<file path="src/rtl/eqed_chk_pkg.sv">
// eqed_chk_pkg: shared definitions for the EQED response-side signature checker.
//   - state_e      : checker FSM states (IDLE, RUN, DONE)
//   - DEF_SIG_W    : default MISR width
//   - DEF_POLY     : default MISR feedback tap mask
//   - DEF_SEED     : default MISR seed value
//   - misr_next()  : one MISR step. din must already be zero-extended to the
//                    MISR width. Operands are sized to DEF_SIG_W.
package eqed_chk_pkg;

    typedef enum logic [1:0] {
        IDLE = 2'd0,
        RUN  = 2'd1,
        DONE = 2'd2
    } state_e;

    localparam int                   DEF_SIG_W = 6;
    localparam logic [DEF_SIG_W-1:0] DEF_POLY  = 6'b110000;
    localparam logic [DEF_SIG_W-1:0] DEF_SEED  = 6'b000001;

    // Bit 0 takes the parity of the tapped bits plus din[0]. Every other bit
    // shifts up from its neighbour and absorbs its own din bit. Zero-extended
    // din bits contribute nothing.
    function automatic logic [DEF_SIG_W-1:0] misr_next(
        input logic [DEF_SIG_W-1:0] sig,
        input logic [DEF_SIG_W-1:0] din,
        input logic [DEF_SIG_W-1:0] poly
    );
        logic [DEF_SIG_W-1:0] nxt;
        nxt    = {DEF_SIG_W{1'b0}};
        nxt[0] = (^(sig & poly)) ^ din[0];
        for (int i = 1; i < DEF_SIG_W; i++) begin
            nxt[i] = sig[i-1] ^ din[i];
        end
        return nxt;
    endfunction

endpackage

</file>
<file path="src/rtl/eqed_misr.sv">
// eqed_misr: multiple-input signature register.
//   clk    in   clock, rising edge
//   rst_n  in   asynchronous active-low reset (register returns to SEED)
//   load   in   reload SEED (takes priority over en)
//   en     in   compact din into the signature this cycle
//   din    in   [DIN_W-1:0] observed bits
//   sig    out  [SIG_W-1:0] current signature
module eqed_misr
    import eqed_chk_pkg::*;
#(
    parameter int               SIG_W = DEF_SIG_W,
    parameter int               DIN_W = 3,
    parameter logic [SIG_W-1:0] POLY  = DEF_POLY,
    parameter logic [SIG_W-1:0] SEED  = DEF_SEED
) (
    input  logic             clk,
    input  logic             rst_n,
    input  logic             load,
    input  logic             en,
    input  logic [DIN_W-1:0] din,
    output logic [SIG_W-1:0] sig
);

    logic [SIG_W-1:0] din_ext_s;
    logic [SIG_W-1:0] sig_nxt_s;
    logic [SIG_W-1:0] sig_r;

    // Zero-extend din so the upper MISR bits see no input.
    always_comb begin
        din_ext_s              = {SIG_W{1'b0}};
        din_ext_s[DIN_W-1:0]   = din;
    end

    // Next signature: seed on load, one compaction step on en, else hold.
    always_comb begin
        sig_nxt_s = sig_r;
        if (load) begin
            sig_nxt_s = SEED;
        end else if (en) begin
            sig_nxt_s = misr_next(sig_r, din_ext_s, POLY);
        end else begin
            sig_nxt_s = sig_r;
        end
    end

    // Signature register.
    always_ff @(posedge clk or negedge rst_n) begin
        if (!rst_n) begin
            sig_r <= SEED;
        end else begin
            sig_r <= sig_nxt_s;
        end
    end

    assign sig = sig_r;

endmodule

</file>
<file path="config.mk">
export PLATFORM = sky130hd
export DESIGN_NAME = eqed_misr
export DESIGN_NICKNAME = d
export VERILOG_FILES = /design/src/rtl/eqed_chk_pkg.sv /design/src/rtl/eqed_misr.sv
export SDC_FILE = /design/constraint.sdc
export NUM_CORES = 1
export LEC_CHECK = 0
export BUFFER_PORTS_ARGS = -buffer_cell sky130_fd_sc_hd__buf_4
export CAP_MARGIN = 40
export CORE_AREA = 3 3 40 42
export DETAILED_ROUTE_END_ITERATION = 6
export DIE_AREA = 0 0 43 45
export PLACE_DENSITY_LB_ADDON = 0.08
export SYNTH_ARGS = -nofsm -noshare
export SYNTH_HDL_FRONTEND = slang
export SYNTH_SLANG_ARGS = --single-unit
</file>
<file path="constraint.sdc">
create_clock -name clk -period 1.1 [get_ports clk]
set_input_delay 0.11 -clock clk [delete_from_list [all_inputs] [get_ports clk]]
set_output_delay 0.11 -clock clk [all_outputs]
set_load 0.05 [all_outputs]
</file>
==> results.tsv, run 1 <==
metric	value	unit
Layout area overhead	62.4	%
Inserted Clock Buffers	3	
CORE AREA	0.00128	mm^2
Fin Setup TNS	-14.7	ps
adder-cell area share of the yosys netlist	0	%
fin crit share	101	%
first-pass GRT wire length	993	um
clock period minus worst slack	1110	ps
DIE HEIGHT	45	um
Post-Synth Simple-Gate Area	9.05	%
sequential area share after synthesis	54.8	%
library cells used by synthesis	10	
critical path class	reg -> reg	
clk sinks	6	
DRT iter0 DRCs	3	
Mapped Cells	22	
fillers	146	
syn_area_per_cell	12.6	um^2
status	finished, violations left	
Tot GR Track Use	7.38	%
LEAKAGE	0.217	nW
post-synthesis mux area share	10.9	%
RSZ-0062 raised after global routing	yes	
Initial Utilization	21.5	%
Die Width	43	um
max-slew violation count	0	
Final Hold Viols	0	
FMAX	897	MHz
Warnings, synthesis	0	
crit-path max FO	2	
CP startpoint kind	flop	
port buffer count	12	
Post-Synth XOR/XNOR Area	14.9	%
largest net degree at the start of global routing	10	
Worst Slack Setup Final	-14.7	ps
TritonCTS clock tree	done	
PD cells	1340	mW/mm^2
clk_lat worst skew	240	ps
Placed Instances	49	
number of max-cap violations	0	
clk buf depth	2	
largest family of logic cells by synthesized area	XOR/XNOR gates	
GRT overflow	0	
final net count	48	
placed cell areas	390	um^2
failing checks	negative setup slack	
synthesized net count	29	
#FFs+latches synth	6	
Die Area	0.00194	mm^2
# rows	13	
ant diodes	0	
critical path cell sequence	xor3_1 > a211o_1	
Final ANT Viol Nets	0	
number of remaining DRC errors	0	
area of the mapped netlist	277	um^2
initial antenna violation count	0	
DR vias/cell	4.09	
vias in the first global route	235	
drt total wl	629	um
slowest library cell on the worst path	dfrtp_2	
max FFs per register	6	
Compound-Gate Fraction of Synth Area	8.60	%
crit path capture type	flop	
fin cells	55	
share of layout cells above drive strength 1	50.0	%
clock root buffer	clkbuf_4	
vias	225	
# H-tree levels	1	
worst min path class	in -> reg	
Critical Path Max Stage Delay	410	ps
crit path DAT	1280	ps
worst slew pin tran	187	ps
Final Cell Area	449	um^2
Worst EP required	1270	ps
Routability Congestion	0.636	
Max VDD drop	0.000554	V
endpoints failing setup	1	
drt pass-1 iters	3	
Slew HR	87.5	%
Ports	13	
clk slew on worst S/H paths	50	ps
Routed WL per cell	11.4	um
Layout Skew	4.60	ps
## where the power goes
part	leakage, nW	internal [W]	switching [W]
Combinational	0.127	0.0000587	0.0000717
Sequential	0.0747	0.000235	0.0000105
Clock	0.0150	0.000138	0.0000863
## worst max-delay path, delay by kind of cell (launching register included)
family	cells	cell delay [ps]
flops	1	410
xor+xnor	1	360
compound gates	1	270
## Yosys cell counts
cell type  number  share of area (%)
xnor2_1         2                6.3
a211o_1         1                3.2
mux2i_1         3                 11
dfrtp_1         5                 45
nor2_1          5                6.8
buf_2           1                1.8
dfstp_2         1                9.5
nor2b_1         1                2.3
a211oi_1        2                5.4
xor3_1          1                8.6
## per-stage QoR
step / setup slack [ps] / total power [W] / hold slack, ps / util, %
finish: -14.7 / 0.000600 / 61.3 / 35.0
global route: -58.7 / 0.000639 / 56.8 / 35.0
CTS: -22.1 / 0.000612 / 53.2 / 33.2
detailed placement: 13.9 / 0.000372 / -76.7 / 30.4
global placement: 36.2 / 0.000371 / -79.3 / 30.4
floorplan: -115 / 0.000324 / -186 / -
## cell type report
class / instances / area, um^2 / share of cell area, %
flip-flops and latches: 6 / 154 / 34.3
repair buffers: 15 / 130 / 29.0
multi-input cells: 15 / 120 / 26.7
clock buffers: 4 / 26.3 / 5.85
well taps: 15 / 18.8 / 4.18
## layer usage
metal / share of wire, % / routed length [um] / vias to the layer above / track usage [%]
met2: 48 / 302 / 10 / 10.8
met3: 11 / 68 / 0 / 4.78
li1: - / - / 111 / -
met4: 0 / 0 / 0 / 3.61
met1: 41 / 257 / 104 / 8.35
met5: 0 / 0 / - / 0
## cells by family after synthesis
group	Yosys count
buffers and inverters	1
AO/OA/AOI/OAI	3
multiplexers	3
XOR/XNOR	3
flip-flops	6
AND/OR/NAND/NOR	6
## final timing paths
path | start | endpoint | slack (ps) | cells past startpoint
worst max-delay path | sig[5] | sig[0] | -10 | 2
worst min-delay path | load | sig[5] | 60 | 2
worst max register to register | sig[5] | sig[0] | -10 | 2
worst min register to register | sig[2] | sig[3] | 550 | 2
max in group asynchronous | rst_n | sig[0] | 690 | 2
min in group asynchronous | rst_n | sig[3] | 210 | 2
## repair_timing
action,4_1_cts,5_1_grt
endpoints found under the hold margin,6,0
resized for setup,0,4
pin swaps,0,1
endpoints found under the setup margin,1,3
hold buffers,1,0
setup buffers,0,1
## placed cells by master (no fill, tap or decap)
| master | n |
|---|---|
| nor2b_1 | 1 |
| clkbuf_4 | 3 |
| clkbuf_1 | 1 |
| dfrtp_2 | 2 |
| nor2_1 | 5 |
| mux2i_1 | 3 |
| xnor2_1 | 2 |
| a211o_1 | 1 |
| buf_6 | 2 |
| a211oi_1 | 2 |
| dlygate4sd3_1 | 1 |
| dfstp_2 | 1 |
| dfrtp_1 | 3 |
| xor3_1 | 1 |
| buf_4 | 11 |
| buf_8 | 1 |
Note: power is estimated with default switching activity, not from simulation.
==> inputs of run 2 (changes only) <==
==> constraint.sdc (replaced) <==
create_clock -name clk -period 1.1 [get_ports clk]
set_input_delay 0.165 -clock clk [delete_from_list [all_inputs] [get_ports clk]]
set_output_delay 0.165 -clock clk [all_outputs]
set_load 0.05 [all_outputs]
==> results.tsv, run 2 (same netlist as run 1, synthesis figures left out) <==
metric	value	unit
status	finished, violations left	
failing checks	negative setup slack	
drt total wl	641	um
worst min path class	in -> reg	
Inserted Clock Buffers	3	
slowest library cell on the worst path	dfrtp_2	
worst slew pin tran	189	ps
Ports	13	
share of layout cells above drive strength 1	50.0	%
CP startpoint kind	flop	
# rows	13	
Critical Path Max Stage Delay	400	ps
Die Width	43	um
endpoints failing setup	3	
most frequent cells in the layout	buf_4 (12), nor2_1 (5), mux2i_1 (3), clkbuf_4 (3), dfrtp_1 (3)	
max-slew violation count	0	
FMAX	904	MHz
Routability Congestion	0.636	
Worst Slack Setup Final	-5.67	ps
ant diodes	0	
number of max-cap violations	0	
Final Cell Area	445	um^2
clk sinks	6	
crit path DAT	1270	ps
placed cell areas	390	um^2
internal reg-to-reg setup slack	-6	ps
first-pass GRT wire length	1040	um
clk_lat worst skew	240	ps
drt pass-1 iters	4	
number of remaining DRC errors	0	
fin crit share	101	%
port buffer count	12	
vias	231	
Layout Skew	5.35	ps
critical path class	reg -> reg	
max FFs per register	6	
Routed WL per cell	11.7	um
clock period minus worst slack	1110	ps
vias in the first global route	244	
DRT iter0 DRCs	4	
DIE HEIGHT	45	um
Die Area	0.00194	mm^2
GRT overflow	0	
Max VDD drop	0.000553	V
LEAKAGE	0.215	nW
Tot GR Track Use	7.71	%
clk buf depth	2	
RSZ-0062 raised after global routing	yes	
worst hold slack	119	ps
# H-tree levels	1	
Slew HR	87.3	%
crit-path max FO	2	
critical path cell sequence	xor3_1 > a211o_1	
Final Hold Viols	0	
commonest non-fill, non-tap cell in the layout	buf_4	
final net count	48	
crit path capture type	flop	
clock root buffer	clkbuf_4	
DR vias/cell	4.20	
TritonCTS clock tree	done	
Final ANT Viol Nets	0	
Initial Utilization	21.5	%
Layout area overhead	61.1	%
initial antenna violation count	0	
PD cells	1360	mW/mm^2
CORE AREA	0.00128	mm^2
Fin Setup TNS	-9.59	ps
clk slew on worst S/H paths	50	ps
largest net degree at the start of global routing	10	
Worst EP required	1270	ps
## run 2: cell counts in the layout (fill, tap and decap cells not counted)
Identical to the previous run, type by type.
## run 2: path summary, 6_finish.rpt
path	from	end	cells after the start
max in group asynchronous	rst_n	sig[0]	2
min in group asynchronous	rst_n	sig[3]	2
worst min register to register	sig[2]	sig[3]	2
worst min-delay path	load	sig[5]	2
worst max-delay path	sig[4]	sig[0]	2
worst max register to register	sig[4]	sig[0]	2
## run 2: final cells by class
| cell class | instances | area [um^2] |
|---|---|---|
| clock buffer | 4 | 26.3 |
| multi-input combinational | 15 | 120 |
| timing repair buffer | 15 | 126 |
| sequential | 6 | 154 |
| tap | 15 | 18.8 |
| fill | 145 | 840 |
## run 2: what timing repair did
item / 4_1_cts / 5_1_grt
gates resized for setup: 3 / 0
endpoints found under the setup margin: 3 / 3
pin swaps: 0 / 0
buffers inserted: 1 / 0
endpoints found under the hold margin: 6 / 0
hold buffers: 1 / 0
## run 2: power breakdown
part / internal, W / switching, W / total, W
logic: 0.0000616 / 0.0000738 / 0.000135
clock network: 0.000138 / 0.0000859 / 0.000224
registers: 0.000235 / 0.0000102 / 0.000245
total: 0.000434 / 0.000170 / 0.000604
## run 2: metrics by stage
stage / cells / setup slack, ps / util (%) / total power (W)
2_1_floorplan: 22 / -115 / - / 0.000324
3_3_place_gp: 49 / 36.2 / 30.4 / 0.000371
3_5_place_dp: 49 / 13.9 / 30.4 / 0.000372
4_1_cts: 55 / -22.1 / 34.7 / 0.000622
5_1_grt: 55 / -61.7 / 34.7 / 0.000644
6_report: 55 / -5.67 / 34.7 / 0.000604
## run 2: layer usage
layer / wire, um / GRT usage [%]
met4: 0 / 3.61
met1: 278 / 9.09
met2: 300 / 11.4
met5: 0 / 0
met3: 62 / 4.38
## run 2: critical path: cells and delay by family, from the launching register on
family / cells / cell delay, ps
xor+xnor: 1 / 360
compound gates: 1 / 270
flops: 1 / 400
